**src/rtl/fifo_wptr_full_sync.sv**
```systemverilog
// Write-side pointer, full/level/almost-full and overflow status for the async FIFO.
// Optional macro FIFO_OVF_STICKY_EN makes wovf sticky until wovf_clr.
module fifo_wptr_full_sync #(
    parameter int ADDR_W       = 4,
    parameter int SYNC_STAGES  = 2,
    parameter int AFULL_THRESH = 2**ADDR_W - 2
) (
    input  logic              clk,
    input  logic              rst,
    input  logic              winc,
    input  logic [ADDR_W:0]   rgray_async,
    input  logic              wovf_clr,
    output logic [ADDR_W-1:0] waddr,
    output logic              wen,
    output logic [ADDR_W:0]   wptr,
    output logic              wfull,
    output logic              walmost_full,
    output logic [ADDR_W:0]   wlevel,
    output logic              wovf
);

    localparam int PW = ADDR_W + 1;
    localparam logic [PW-1:0] AF_TH = PW'(AFULL_THRESH);

    logic [PW-1:0] wbin_q, wbin_d;
    logic [PW-1:0] wptr_q, wptr_d;
    logic [PW-1:0] wlevel_q, wlevel_d;
    logic [SYNC_STAGES-1:0][PW-1:0] sync_q, sync_d;
    logic wfull_q, wfull_d;
    logic waf_q, waf_d;
    logic wovf_q, wovf_d;

    logic [PW-1:0] rq_gray;
    logic [PW-1:0] rq_bin;
    logic [PW-1:0] wgray_next;
    logic [PW-1:0] full_cmp;
    logic [PW-1:0] level_next;
    logic          ovf_ev;

    assign wen     = winc & ~wfull_q;
    assign waddr   = wbin_q[ADDR_W-1:0];
    assign rq_gray = sync_q[SYNC_STAGES-1];
    assign ovf_ev  = winc & wfull_q;

    always_comb begin
        sync_d = {sync_q[SYNC_STAGES-2:0], rgray_async};
        rq_bin = '0;
        for (int i = 0; i < PW; i++) begin
            rq_bin[i] = ^(rq_gray >> i);
        end
        wbin_d     = wbin_q + PW'(wen);
        wgray_next = wbin_d ^ (wbin_d >> 1);
        // Full when the writer is one lap ahead: top two Gray bits inverted.
        full_cmp   = {~rq_gray[ADDR_W:ADDR_W-1], rq_gray[ADDR_W-2:0]};
        level_next = wbin_d - rq_bin;
        wptr_d     = wgray_next;
        wfull_d    = (wgray_next == full_cmp);
        wlevel_d   = level_next;
        waf_d      = (level_next >= AF_TH);
`ifdef FIFO_OVF_STICKY_EN
        wovf_d     = ovf_ev | (wovf_q & ~wovf_clr);
`else
        wovf_d     = ovf_ev;
`endif
    end

`ifndef FIFO_OVF_STICKY_EN
    logic unused_wovf_clr;
    assign unused_wovf_clr = wovf_clr;
`endif

    always_ff @(posedge clk) begin
        if (rst) begin
            wbin_q   <= '0;
            wptr_q   <= '0;
            wlevel_q <= '0;
            sync_q   <= '0;
            wfull_q  <= 1'b0;
            waf_q    <= 1'b0;
            wovf_q   <= 1'b0;
        end else begin
            wbin_q   <= wbin_d;
            wptr_q   <= wptr_d;
            wlevel_q <= wlevel_d;
            sync_q   <= sync_d;
            wfull_q  <= wfull_d;
            waf_q    <= waf_d;
            wovf_q   <= wovf_d;
        end
    end

    assign wptr         = wptr_q;
    assign wfull        = wfull_q;
    assign walmost_full = waf_q;
    assign wlevel       = wlevel_q;
    assign wovf         = wovf_q;

endmodule

```
**config.mk**
```make
export PLATFORM = sky130hd
export DESIGN_NAME = fifo_wptr_full_sync
export DESIGN_NICKNAME = d
export VERILOG_FILES = /design/src/rtl/fifo_wptr_full_sync.sv
export SDC_FILE = /design/constraint.sdc
export NUM_CORES = 1
export LEC_CHECK = 0
export ABC_AREA = 1
export CAP_MARGIN = 20
export CORE_ASPECT_RATIO = 1.2
export CORE_UTILIZATION = 45
export CTS_CLUSTER_SIZE = 16
export DETAILED_ROUTE_END_ITERATION = 10
export PLACE_DENSITY = 0.85
export RECOVER_POWER = 25
export SLEW_MARGIN = 20
export SYNTH_ARGS = -nofsm -noshare
export SYNTH_HDL_FRONTEND = slang
export SYNTH_SLANG_ARGS = --single-unit
```
**constraint.sdc**
```tcl
create_clock -name clk -period 2.3 [get_ports clk]
set_input_delay 0.46 -clock clk [delete_from_list [all_inputs] [get_ports clk]]
set_output_delay 0.46 -clock clk [all_outputs]
set_load 0.1 [all_outputs]
```
## Yosys cells after proc, flatten, opt, wreduce, memory -nomap -nowiden

Cells that the tools add are included.

| word-level totals | value |
|---|---|
| register bits | 28 |
| output and inout bits | 18 |
| word-level logic and storage cells | 22 |

| cells by class | value |
|---|---|
| add/sub/neg operators | 2 |
| magnitude comparators | 1 |
| equality and inequality tests | 1 |
| bitwise logic cells | 5 |
| reduce and logical (&&, ||, !) cells | 5 |

Operators by type and width:

| operator | number |
|---|---|
| XOR reduction 5 bit | 5 |
| adder 5 x 1 -> 5 bit | 1 |
| equality test 5 bit | 1 |
| >= comparator 5 x 4 -> 1 bit, second input constant | 1 |
| subtractor 5 bit | 1 |
| XOR 5 x 4 -> 5 bit | 1 |
| bitwise AND 1 bit | 2 |
| inverter 2 bit | 1 |
| inverter 1 bit | 1 |

## Depth between registers and ports, before layout

| logic depth | value |
|---|---|
| word-level depth | 5 |
| mapped depth | 15 |
| depth with buffers taken out | 15 |

## Least setup slack after synthesis

Ideal clock, no wire load.

| timing path | value |
|---|---|
| path type | reg-to-reg |
| start point | reg wfull_q (netlist: wfull) |
| end point | reg waf_q (netlist: walmost_full) |
| library setup time | 58 ps |
| data arrival time | 3877 ps |
| required time | 2242 ps |
| setup slack | -1635 ps |
| cell stages (with the launch flop) | 14 |
| buffers on the path | 0 |
| period minus slack after synthesis | 3935 ps |
| cells stage by stage | dfxtp_1 -> nor2_1 -> ha_1 -> ha_1 -> inv_2 -> nand2_1 -> nand2_2 -> ha_1 -> a21oi_1 -> o21ai_0 -> nand3b_1 -> nand2_1 -> nand3_1 -> nand2_1 |

| between the ends | value |
|---|---|
| longest elaborated chain between the ends | 5 |

Ends and longest elaborated chain:

| what | RTL line | text |
|---|---|---|
| start, declared | 29 | `logic wfull_q, wfull_d;` |
| start signal, assigned | 86 | `wfull_q <= wfull_d;` |
| inverter 1 bit | 40 | `assign wen = winc & ~wfull_q;` |
| bitwise AND 1 bit | 40 |  |
| named net wen | 14 | `output logic wen,` |
| adder 5 x 1 -> 5 bit | 51 | `wbin_d = wbin_q + PW'(wen);` |
| named net wbin_d[2] | 25 | `logic [PW-1:0] wbin_q, wbin_d;` |
| subtractor 5 bit | 55 | `level_next = wbin_d - rq_bin;` |
| >= comparator 5 x 4 -> 1 bit | 59 | `waf_d = (level_next >= AF_TH);` |
| end signal, assigned | 87 | `waf_q <= waf_d;` |
| end, declared | 30 | `logic waf_q, waf_d;` |

The timed path passes the listed nets, and every way through them passes these cells.
A chain may end at the register's enable or synchronous reset.

## Worst setup path after layout

| timing path | value |
|---|---|
| start point | reg sync_q, in the netlist rq_gray[4] |
| end point | reg waf_q (netlist: walmost_full) |

| between the ends | value |
|---|---|
| longest elaborated chain between the ends | 3 |
| elaborated cells on any way between the ends | 7 |
| those cells by class | 1 x add/sub; 1 x order compare; 5 x reduce/logical |

Ends and longest elaborated chain:

| what | RTL line | text |
|---|---|---|
| start, declared | 28 | `logic [SYNC_STAGES-1:0][PW-1:0] sync_q, sync_d;` |
| start signal, assigned | 85 | `sync_q <= sync_d;` |
| XOR reduction 5 bit | 49 | `rq_bin[i] = ^(rq_gray >> i);` |
| subtractor 5 bit * | 55 |  |
| >= comparator 5 x 4 -> 1 bit * | 59 |  |

Mark *: on every way between the ends. The rest lies on a longest branch, timed or not.

==> results_dict.tcl <==
set metrics [dict create \
    outcome "finished clean" \
    ant_nets 0 \
    slew_headroom_pct 30.2 \
    die_area_um2 3090 \
    synthFlopType "dfxtp_1" \
    p_per_area_nw_per_um2 739 \
    fin_tns_setup_ns 0 \
    required_ns 2.54 \
    syn-cell-area_um2 1290 \
    clkTransAtPathRegs_ns 0.13 \
    yosys_warnings 0 \
    max_stage_delay_ns 0.38 \
    cts_made_buffers 3 \
    core-area_um2 2630 \
    design_area_um2 1710 \
    synth_edf_count 0 \
    whs_ns 0.406 \
    skew_ns 0.00266 \
    p_leak_nw 0.852 \
    post-dp-hpwl_mm 2.13 \
    rows 20 \
    cp-startpoint "rq_gray[4]$_SDFF_PP0_" \
    gp_congestion 0.849 \
    setup_ws_ns 0.151 \
    n_antenna_cell 0 \
    max_freq_mhz 465 \
    postPlaceCellArea_um2 1650 \
    syn_inst 171 \
    grt-ovfl-total 0 \
    yosys.area_share.simple_pct 33.3 \
    clk_latency_ns 0.33 \
    antenna_found_initial 0 \
    htree_levels 1 \
    die_w_um 50.9 \
    critical_path_depth 14 \
    muxShareOfSynthArea_pct 0 \
    crit_path_end_kind "flip-flop" \
    fin_crit_sh_pct 93.4 \
    hold_path_class "reg -> reg" \
    routed_via_density 4.90 \
    synth.distinct_cells 23 \
    path_common_cell "nand2_1" \
    start_util_pct 49.1 \
    syn-num-nets 186 \
    dp_slack_ns -0.319 \
    num_vias 1175 \
    critPathKind "reg -> reg" \
    synth_compound_area_share_pct 3.69 \
    crit_path_cell_trace "inv_2, nand2_1, nand2_4, xor2_4, xor2_1, inv_1, ha_2, fa_2, inv_1, a21oi_1, nand2_1, nand3_1, nand3_1, nand2_1" \
    cts_root_buffer "clkbuf_4" \
    fillers 226 \
    worstSetupEndpoint "walmost_full$_SDFF_PP0_" \
    drc 0 \
    synth-xor-area-share_pct 5.43 \
    io_buffers 25 \
    die_h_um 60.7 \
    multi_input_area_um2 684 \
    drt_iter0_drc 60 \
    maxCapViolCount 0 \
    syn_avg_cell_area_um2 7.54 \
    slowest_stage "dfxtp_4" \
    reg2reg_from "rq_gray[4]$_SDFF_PP0_" \
    critPathBufInv 3 \
    hold_viol_final 0 \
    fin_cells 240 \
    critPathMaxFanout 5 \
    grt_max_degree 25 \
    synthArstFlopShare_pct 0 \
    peakVddDrop_mv 0.546 \
    worstHoldStart "sync_d[9]$_SDFF_PP0_" \
    seqCellArea_um2 551 \
    syn2layout_area_growth_pct 32.2 \
    tightest_slew_ns 1.05 \
    rr_worst_depth 14 \
    gr-usage-all-layers_pct 19.8 \
    grt_first_pass_wirelength_mm 4.47 \
    dpl.cell_count 235 \
    ios 27 \
    rsz0062_at_grt "no" \
    drv_slew 0 \
    finalWirelength_mm 2.82 \
    critPathArrivalTime_ns 2.39 \
    layout-drive-gt1-share_pct 30.0 \
    ctsHoldBuffers 0 \
    ys_ff_latch 27 \
    final_nets 223 \
    cts_buffer_depth 2 \
    synth_top_family_by_area "simple AND/OR/NAND/NOR gates" \
    fin_crit_ns 2.15 \
    cp_top_family "adder cells" \
    synthAdderAreaFrac_pct 6.40 \
    drt_pass1_iterations 6 \
    cp-start-kind "flip-flop" \
    cts_tree "built" \
    timing.reg2reg.setup_slack_ns 0.15 \
    setup_viol 0 \
    r2r_end "walmost_full$_SDFF_PP0_" \
    clock_sinks 27 \
    seq_area_frac_synth_pct 41.9 \
    grt_pass1_vias 1146 \
    post_drt_wl_per_cell_um 11.7 \
]
## synthesized netlist by cell type, types with 3 or more instances
master / number / area, um^2
clkbuf_1: 3 / 11.3
inv_2: 5 / 18.8
ha_1: 5 / 62.6
nand2_1: 39 / 146
nor2_1: 26 / 97.6
a21oi_1: 7 / 35.0
nand3_1: 13 / 65.1
nand2_2: 7 / 43.8
dfxtp_1: 27 / 541
inv_1: 21 / 78.8
xor2_1: 3 / 26.3
## layer usage
| layer | share of wire [%] | track usage, % | vias to the layer above |
|---|---|---|---|
| li1 | - | - | 597 |
| met1 | 37 | 17.5 | 540 |
| met2 | 56 | 38.9 | 27 |
| met3 | 3.9 | 4.51 | 11 |
| met4 | 3.3 | 15.1 | 0 |
| met5 | 0 | 0 | - |
## how the worst min path moves through the flow
stage | to | cells after the start
final | rq_gray[4]$_SDFF_PP0_ | 2
after global routing | wovf$_SDFF_PP0_ | 3
after CTS | rq_gray[2]$_SDFF_PP0_ | 2
after detailed placement | rq_gray[2]$_SDFF_PP0_ | 2
after global placement | rq_gray[1]$_SDFF_PP0_ | 2
after floorplan | rq_gray[0]$_SDFF_PP0_ | 2
## cells in the final DEF, fill, tap and decap left out, types with 2 or more instances in the layout
master	netlist	final
clkbuf_1	3	2
nor2_2	2	2
nand3_1	13	13
nand2_2	7	6
nor2_1	26	25
a21oi_1	7	7
inv_2	5	5
clkdlybuf4s50_1	0	5
nand3_2	2	2
clkbuf_4	0	3
buf_4	0	26
nand2_1	39	39
ha_4	0	3
nand4_1	2	2
inv_1	21	20
dfxtp_4	0	2
dfxtp_2	0	2
nand2_4	1	2
dfxtp_1	27	23
xor2_1	3	3
## worst reg2reg max path: stages (launching register included)
cell	delay (ns)
dfxtp_4	0.38
inv_2	0.08
nand2_1	0.08
nand2_4	0.12
xor2_4	0.19
xor2_1	0.17
inv_1	0.07
ha_2	0.19
fa_2	0.35
inv_1	0.06
a21oi_1	0.05
nand2_1	0.08
nand3_1	0.08
nand3_1	0.10
nand2_1	0.06
## power by group
| group | total, W | switching [W] | internal, W |
|---|---|---|---|
| registers | 0.000526 | 0.0000200 | 0.000506 |
| logic | 0.000533 | 0.000372 | 0.000161 |
| clock network | 0.000201 | 0.000133 | 0.0000681 |
| total | 0.00126 | 0.000525 | 0.000735 |
## through the flow
step,util (%),power [W]
6_report,64.9,0.00126
3_3_place_gp,63.0,0.00105
3_5_place_dp,63.0,0.00106
4_1_cts,64.0,0.00126
5_1_grt,64.9,0.00132
2_1_floorplan,-,0.000925
## area by class of cell
class	instances	area share, %
tap	33	2.42
clock buffer	4	1.54
multi-input combinational	114	40.1
sequential	27	32.3
inverter	26	5.87
timing repair buffer	36	17.8
## logic make-up after synthesis
family / Yosys count
XOR/XNOR: 5
buffers and inverters: 30
AO/OA/AOI/OAI: 9
flip-flops: 27
AND/OR/NAND/NOR: 94
adder cells (fa/ha/maj): 6
## state kept, by name (all words and copies together), names as in the netlist
register      count
wlevel            5
sync_d            5
wovf              1
wbin_q            5
walmost_full      1
wfull             1
wptr              4
rq_gray           5
## repair_timing
action	CTS	global route
buffers inserted	0	1
resized for setup	0	8
hold endpoints to repair	0	0
endpoints found under the setup margin	0	4
Power figures use the tool's default switching activity.
